[src/rtl/mul_pkg.sv]
// Shared state encoding and constants for the sequential multiplier and its
// hookup to the data RAM multiply slot.
package mul_pkg;

  typedef enum logic [1:0] {
    IDLE = 2'd0,
    RUN  = 2'd1,
    DONE = 2'd2
  } mul_state_e;

  localparam int MUL_DATA_WIDTH = 16;

  // Fixed RAM address where the low product word is written.
  localparam logic [7:0] MUL_RAM_SLOT_ADDR = 8'd8;

endpackage

[src/rtl/mul_shift_add_datapath.sv]
// Shift-add datapath: accumulator, shifted multiplicand and multiplier shift
// register; load latches fresh operands, step performs one iteration.
module mul_shift_add_datapath
  import mul_pkg::*;
#(
  parameter int DATA_WIDTH = MUL_DATA_WIDTH
) (
  input  logic                      Clock,
  input  logic                      Reset,
  input  logic                      load,
  input  logic                      step,
  input  logic [DATA_WIDTH-1:0]     operand_a,
  input  logic [DATA_WIDTH-1:0]     operand_b,
  output logic [2*DATA_WIDTH-1:0]   acc,
  output logic                      next_b_zero
);

  logic [2*DATA_WIDTH-1:0] acc_r;
  logic [2*DATA_WIDTH-1:0] ashift_r;
  logic [DATA_WIDTH-1:0]   b_r;

  // Operand load on start, then one conditional add and shift per step.
  always_ff @(posedge Clock) begin
    if (Reset) begin
      acc_r    <= {(2*DATA_WIDTH){1'b0}};
      ashift_r <= {(2*DATA_WIDTH){1'b0}};
      b_r      <= {DATA_WIDTH{1'b0}};
    end else if (load) begin
      acc_r    <= {(2*DATA_WIDTH){1'b0}};
      ashift_r <= {{DATA_WIDTH{1'b0}}, operand_a};
      b_r      <= operand_b;
    end else if (step) begin
      if (b_r[0]) begin
        acc_r <= acc_r + ashift_r;
      end else begin
        acc_r <= acc_r;
      end
      ashift_r <= {ashift_r[2*DATA_WIDTH-2:0], 1'b0};
      b_r      <= {1'b0, b_r[DATA_WIDTH-1:1]};
    end else begin
      acc_r    <= acc_r;
      ashift_r <= ashift_r;
      b_r      <= b_r;
    end
  end

  assign acc         = acc_r;
  // True when the multiplier will be exhausted after the current step.
  assign next_b_zero = (b_r[DATA_WIDTH-1:1] == {(DATA_WIDTH-1){1'b0}});

endmodule

[src/rtl/mul_seq_unit.sv]
// Sequential unsigned shift-add multiplier feeding the RAM multiply slot.
// Define MUL_EARLY_EXIT_EN to finish as soon as the multiplier runs out of set bits.
module mul_seq_unit
  import mul_pkg::*;
#(
  parameter int DATA_WIDTH = MUL_DATA_WIDTH,
  parameter int CNT_WIDTH  = 5
) (
  input  logic                  Clock,
  input  logic                  Reset,
  input  logic                  iStart,
  input  logic [DATA_WIDTH-1:0] iOperandA,
  input  logic [DATA_WIDTH-1:0] iOperandB,
  output logic                  oBusy,
  output logic                  oDone,
  output logic                  oMulEnable,
  output logic [DATA_WIDTH-1:0] oProductLow,
  output logic [DATA_WIDTH-1:0] oProductHigh,
  output logic                  oOverflow
);

`ifdef MUL_EARLY_EXIT_EN
  localparam bit EARLY_EXIT = 1'b1;
`else
  localparam bit EARLY_EXIT = 1'b0;
`endif

  localparam logic [CNT_WIDTH-1:0] CNT_LOAD = CNT_WIDTH'(DATA_WIDTH);
  localparam logic [CNT_WIDTH-1:0] CNT_ONE  = {{(CNT_WIDTH-1){1'b0}}, 1'b1};
  localparam logic [CNT_WIDTH-1:0] CNT_ZERO = {CNT_WIDTH{1'b0}};

  mul_state_e              state_r;
  mul_state_e              state_next_s;
  logic [CNT_WIDTH-1:0]    cnt_r;
  logic                    load_s;
  logic                    step_s;
  logic                    busy_s;
  logic                    done_s;
  logic                    last_iter_s;
  logic                    next_b_zero_s;
  logic [2*DATA_WIDTH-1:0] acc_s;

  // State register.
  always_ff @(posedge Clock) begin
    if (Reset) begin
      state_r <= IDLE;
    end else begin
      state_r <= state_next_s;
    end
  end

  // Next-state logic; starts outside IDLE are dropped.
  always_comb begin
    state_next_s = state_r;
    case (state_r)
      IDLE: begin
        if (iStart) state_next_s = RUN;
        else        state_next_s = IDLE;
      end
      RUN: begin
        if (last_iter_s) state_next_s = DONE;
        else             state_next_s = RUN;
      end
      DONE:    state_next_s = IDLE;
      default: state_next_s = IDLE;
    endcase
  end

  // Output and datapath control decode.
  always_comb begin
    load_s = 1'b0;
    step_s = 1'b0;
    busy_s = 1'b0;
    done_s = 1'b0;
    case (state_r)
      IDLE: load_s = iStart;
      RUN: begin
        step_s = 1'b1;
        busy_s = 1'b1;
      end
      DONE: begin
        busy_s = 1'b1;
        done_s = 1'b1;
      end
      default: begin
        load_s = 1'b0;
        step_s = 1'b0;
      end
    endcase
  end

  // Iteration counter; loaded on start, counts down once per step.
  always_ff @(posedge Clock) begin
    if (Reset) begin
      cnt_r <= CNT_ZERO;
    end else if (load_s) begin
      cnt_r <= CNT_LOAD;
    end else if (step_s) begin
      cnt_r <= cnt_r - CNT_ONE;
    end else begin
      cnt_r <= cnt_r;
    end
  end

  assign last_iter_s = (cnt_r == CNT_ONE) || (EARLY_EXIT && next_b_zero_s);

  mul_shift_add_datapath #(
    .DATA_WIDTH (DATA_WIDTH)
  ) u_datapath (
    .Clock       (Clock),
    .Reset       (Reset),
    .load        (load_s),
    .step        (step_s),
    .operand_a   (iOperandA),
    .operand_b   (iOperandB),
    .acc         (acc_s),
    .next_b_zero (next_b_zero_s)
  );

  assign oBusy        = busy_s;
  assign oDone        = done_s;
  assign oMulEnable   = done_s;
  assign oProductLow  = acc_s[DATA_WIDTH-1:0];
  assign oProductHigh = acc_s[2*DATA_WIDTH-1:DATA_WIDTH];
  assign oOverflow    = |acc_s[2*DATA_WIDTH-1:DATA_WIDTH];

endmodule
[config.mk]
export PLATFORM = sky130hd
export DESIGN_NAME = mul_seq_unit
export DESIGN_NICKNAME = d
export VERILOG_FILES = /design/src/rtl/mul_pkg.sv /design/src/rtl/mul_shift_add_datapath.sv /design/src/rtl/mul_seq_unit.sv
export SDC_FILE = /design/constraint.sdc
export NUM_CORES = 1
export LEC_CHECK = 0
export BUFFER_PORTS_ARGS = -buffer_cell sky130_fd_sc_hd__buf_4
export CORE_MARGIN = 3
export CORE_UTILIZATION = 55
export DETAILED_ROUTE_END_ITERATION = 6
export PLACE_DENSITY = 0.83
export SLEW_MARGIN = 20
export SYNTH_ARGS = -nofsm -noshare
export SYNTH_HDL_FRONTEND = slang
export SYNTH_SLANG_ARGS = --single-unit
export TNS_END_PERCENT = 20
[constraint.sdc]
create_clock -name Clock -period 2.99 [get_ports Clock]
set_input_delay 0.1495 -clock Clock [delete_from_list [all_inputs] [get_ports Clock]]
set_output_delay 0.1495 -clock Clock [all_outputs]
set_load 0.05 [all_outputs]
# Word-level counts from Yosys, hierarchy flattened
# Cells that the tools add are included.
# Widths: inputs -> output; s select.
[word_totals] output_inout_bits=36 input_bits=35 regBits=87 word_cells=31
[classes] n_addsub=2 n_mux=13 eq_ne=3 n_reduce_logical=6
[ops] operator="$mux 16" count=4
[ops] operator="$add 32x32->32" count=1
[ops] operator="$reduce_or 16->1" count=1
[ops] operator="$mux 5" count=2
[ops] operator="$eq 5x1->1 const B" count=1
[ops] operator="$mux 1" count=5
[ops] operator="$sub 5x1->5 const B" count=1
[ops] operator="$pmux 2 s2" count=1
[ops] operator="$reduce_or 2->1" count=2
[ops] operator="$eq 2x1->1 const B" count=1
[ops] operator="$eq 2x2->1 const B" count=1
[ops] operator="$logic_not 2->1" count=1
[ops] operator="$mux 2" count=1
[ops] operator="$reduce_and 2->1" count=1
[ops] operator="$reduce_bool 2->1" count=1

# Depth between registers and ports, before layout
[depth] ltp_word=4 ltp_mapped=10 ltp_nobuf=10

# By module
# Synthesis repeated with hierarchy kept, for this count alone.
[hier_totals] hier_cells=630 area_unflattened_um2=5127.4
[by_module_without_submodules] module="mul_shift_add_datapath" seq_area_each_um2=1601.5 cells_per_inst=588 n_inst=1 area_per_inst_um2=4739.5
[by_module_without_submodules] module="mul_seq_unit" seq_area_each_um2=140.1 cells_per_inst=42 n_inst=1 area_per_inst_um2=387.9

# Worst setup path before layout
# No wires, ideal clock.
[synth_timing] path_type="register to register" start="register u_datapath.acc_r[10], in the netlist u_datapath.acc[10]" end="register u_datapath.acc_r[29], in the netlist u_datapath.acc[29]" synth_period_minus_slack_ns=2.919 setup_slack_ns=0.071 setup_ns=0.122 path_buffers=0 arrival_ns=2.797 stages_incl_launch_ff=10 cell_sequence="dfxtp_1 ha_1 a21oi_1 o22ai_1 a211oi_1 a2111oi_4 nor4_1 nor2_1 mux2i_1 a311o_1"
[synth_via] elab_chain_cells=1
[synth_lines] element="start, declared" line="mul_shift_add_datapath.sv:18" rtl="logic [2*DATA_WIDTH-1:0] acc_r;"
[synth_lines] element="start signal, assigned" line="mul_shift_add_datapath.sv:25" rtl="acc_r <= {(2*DATA_WIDTH){1'b0}};"
[synth_lines] element="start signal, assigned" line="mul_shift_add_datapath.sv:29" rtl="acc_r <= {(2*DATA_WIDTH){1'b0}};"
[synth_lines] element="start signal, assigned" line="mul_shift_add_datapath.sv:34" rtl="acc_r <= acc_r + ashift_r;"
[synth_lines] element="$add 32x32->32" line="mul_shift_add_datapath.sv:34"
# Every way passes these cells.
# A chain may end at the register's enable or synchronous reset.

# Worst setup path in the final report
[layout_timing] start="register u_datapath.acc_r[0], in the netlist u_datapath.acc[0]" end="register u_datapath.acc_r[28], in the netlist u_datapath.acc[28]"
# The elaborated chain is that of the path after synthesis.

==> metrics.md <==
| Metric | Value |
|---|---|
| Avg Inst Size Synth | `around 8.6 sq um` |
| Hold buffers post-CTS | `0` |
| Sequential share of the synthesized area | `0.3416` |
| Initial DRT Pass Iterations | `5` |
| Hold Vio Cnt, Final | `0` |
| Post-synth EDFFs | `0` |
| Via count | `4506` |
| Clk root buf | `clkbuf_8` |
| RSZ-0062 raised after global routing | `no` |
| Leakage power | `about 0.0024 uW` |
| Slew Limit Headroom | `0.4001` |
| Netlist Area Pre-Place | `just over 5000 sq um` |
| Yosys cell types | `58` |
| Antenna Nets Post-Route | `0` |
| First-pass GRT wire length | `19730 um` |
| CTS sink cnt | `87` |
| Crit share post-route | `0.9314` |
| Grt ovf | `0` |
| Setup bufs post-CTS | `0` |
| Synth warn | `0` |
| CP cell instances | `ha_1 > fa_1 > a21o_1 > a2bb2oi_1 > a21oi_1 > a21oi_1 > o21ai_0 > o221ai_1 > xor2_1 > o21ai_0` |
| Final layout net count | `slightly above 700` |
| Power Total | `approximately 2500 uW` |
| Clk_lat worst skew | `0.37 ns` |
| Vias in the first global route | `slightly above 4k` |
| Clock power frac | `0.347` |
| PwrDens | `427.7 nW/um^2` |
| Final Max Tran Viols | `0` |
| Syn nets | `663` |
| Dpl cells | `between 700 and 800` |
| Internal Power | `between 1500 and 2000 uW` |
| RD Place Congestion | `between 0.9 and 1` |
| Final setup vio count | `0` |
| CP peak stage delay | `0.41 ns` |
| Synthesis-stage register bit count | `87` |
| Seq pwr share | `0.502` |
| Die width | `between 100 and 150 um` |
| Fmax | `359.1 MHz` |
| Ant. Diodes | `0` |
| CTS tree | `built` |
| Sw Ratio | `0.2847` |
| CP Data Arrival Time | `roughly 3.0 ns` |
| Layout cells sized above 1 | `0.1674` |
| Cell family with most CP delay | `compound AO/OA/AOI/OAI gates` |
| Initial DRC count | `about 250` |
| CP Buf/Inv Count | `0` |
| Crit Path Max Fanout | `5` |
| Crit end category | `register` |
| Logic pwr share | `0.151` |
| Area growth, synth to finish | `14.48%` |
| Total routed wirelength | `between 10000 and 15000 um` |
| Die area | `10460 sq um` |
| Antenna violations before repair | `0` |
| Clock buffer depth | `2` |
| Buffers on Ports | `70` |
| Starting Density | `0.5762` |
| Slew at the pin closest to its max-slew limit | `about 0.90 ns` |
| # fillers | `just over 700` |
| Global router's overall resource usage | `0.2343` |
| DRC viols | `0` |
| Core Footprint | `a little under 9000 sq um` |
| Final TNS setup | `0 ns` |
| Net Sw Power | `approximately 710 uW` |
| IO Pins | `71` |
| Crit path kind | `register to register` |
| CTS Buf Count | `9` |
| Largest net degree at the start of global routing | `65` |
| Height of the die | `roughly 100 um` |
| Max cap viols | `0` |
| VDD IR-drop max | `~0.24 mV` |
| Asr flop ratio synth | `0` |
| Setup crit start kind | `register` |
| Minimum clock period | `2.785 ns` |
| Avg WL per Cell | `between 15 and 20 um` |
| CP max-delay cell | `fa_1` |
| Worst hold-check path type | `input port to register` |
| H-Tree Level Count | `3` |
| Non-filler cells, final | `between 700 and 800` |
| Status | `completed` |
| Required @ worst endpoint | `around 3.2 ns` |
| Clock transition at the registers of the reported paths | `0.09 ns` |
| Row cnt | `34` |
| Post-CTS sizing | `0` |
| Clk_skew | `between 0.009 and 0.01 ns` |
| Ys flop type | `dfxtp_1` |
| Mapped Cells | `roughly 590` |
| Post-DP HPWL | `roughly 9000 um` |
| Post-DR vias/cell | `roughly 6` |
==> power groups by stage <==
stage	combinational, uW	sequential [uW]	clock, uW
finish	377	1250	867
global route	411	1260	925
CTS	375	1250	876
detailed placement	371	1280	0
global placement	362	1280	0
floorplan	272	1280	0
==> worst reg2reg max path: stages (launching register included) <==
cell and delay [ns]:
dfxtp_1 0.33, ha_1 0.24, fa_1 0.41, a21o_1 0.21, a2bb2oi_1 0.22, a21oi_1 0.21, a21oi_1 0.29, o21ai_0 0.23
o221ai_1 0.24, xor2_1 0.18, o21ai_0 0.10
==> registers in the layout, indices dropped and copies added (netlist names) <==
name / flops
cnt_r: 5
u_datapath.ashift_r: 32
u_datapath.b_r: 16
u_datapath.acc: 32
state_r: 2
==> synth_stat cells (7+ instances only) <==
master	number	area [sq um]
a21o_1	12	90.09
dfxtp_1	87	1742
clkbuf_1	20	75.07
xor2_1	10	87.58
o21a_1	7	52.55
a21oi_1	55	275.3
mux2i_1	47	470.5
nor4_1	7	43.79
o21ai_0	21	105.1
a211oi_1	36	270.3
nand4_1	10	62.56
xnor2_1	19	166.4
buf_1	7	26.28
nand2_1	60	225.2
nor2_1	66	247.7
ha_1	36	450.4
inv_1	7	26.28
nand3_1	15	75.07
==> cell usage in the layout (no fill, tap or decap), types with 3 or more instances in the layout <==
cell type,synthesis,layout
nand2_1,60,59
nor3_1,3,3
nor4_1,7,7
xor2_1,10,10
buf_4,1,80
or3_1,4,4
mux2i_1,47,47
a21oi_1,55,55
o211ai_1,5,5
o21ai_0,21,21
clkbuf_8,4,10
a21o_1,12,12
nand4_1,10,10
ha_1,36,35
o21a_1,7,7
nand3_1,15,15
nor2b_1,3,3
a211oi_1,36,36
inv_1,7,7
dfxtp_1,87,87
xnor2_1,19,19
nor2_1,66,66
==> per-stage QoR <==
stage	util	cell area [sq um]	setup WS, ns	hold slack (ns)
3_3_place_gp	0.6363	5630	0.3614	0.4424
6_report	0.6596	5837	0.2050	0.05042
4_1_cts	0.6596	5837	0.2449	0.04844
3_5_place_dp	0.6363	5630	0.2662	0.4393
2_1_floorplan	-	5099	0.07108	0.3105
5_1_grt	0.6596	5837	0.08433	0.06867
==> final timing paths <==
kind	to	slack [ns]	cells after the start	startpoint
worst max register to register	u_datapath.acc[28]	0.21	10	u_datapath.acc[0]
worst max-delay path	u_datapath.acc[28]	0.21	10	u_datapath.acc[0]
worst min-delay path	u_datapath.b_r[15]	0.05	3	iOperandB[15]
worst min register to register	u_datapath.acc[3]	0.49	2	u_datapath.acc[3]
==> cell type report <==
type                       count  area (sq um)  share of cell area
clock inverter                 6         68.82             0.01179
multi-input combinational    461          3127              0.5357
tap                          108         135.1             0.02315
inverter                       7         26.28            0.004502
timing repair buffer          80         600.6              0.1029
sequential                    87          1742              0.2984
clock buffer                  10         137.6             0.02358
==> cells by family after synthesis <==
family	after synthesis	synth area share
xor gates and xnor gates	29	0.04982
buffers and inverters	43	0.04614
AOI/OAI and AO/OA	159	0.2044
adders and majority gates	37	0.09227
muxes	47	0.09227
and+or+nand+nor	189	0.1735
DFF	87	0.3416
==> metal layers <==
metal	GRT usage	up-vias	wire length, um
li1	-	2253	-
met5	0	-	0
met2	0.3758	133	5764
met4	0.08174	0	204
met1	0.3237	2101	5737
met3	0.03276	19	619
No activity file was read; power rests on OpenSTA's default activity.
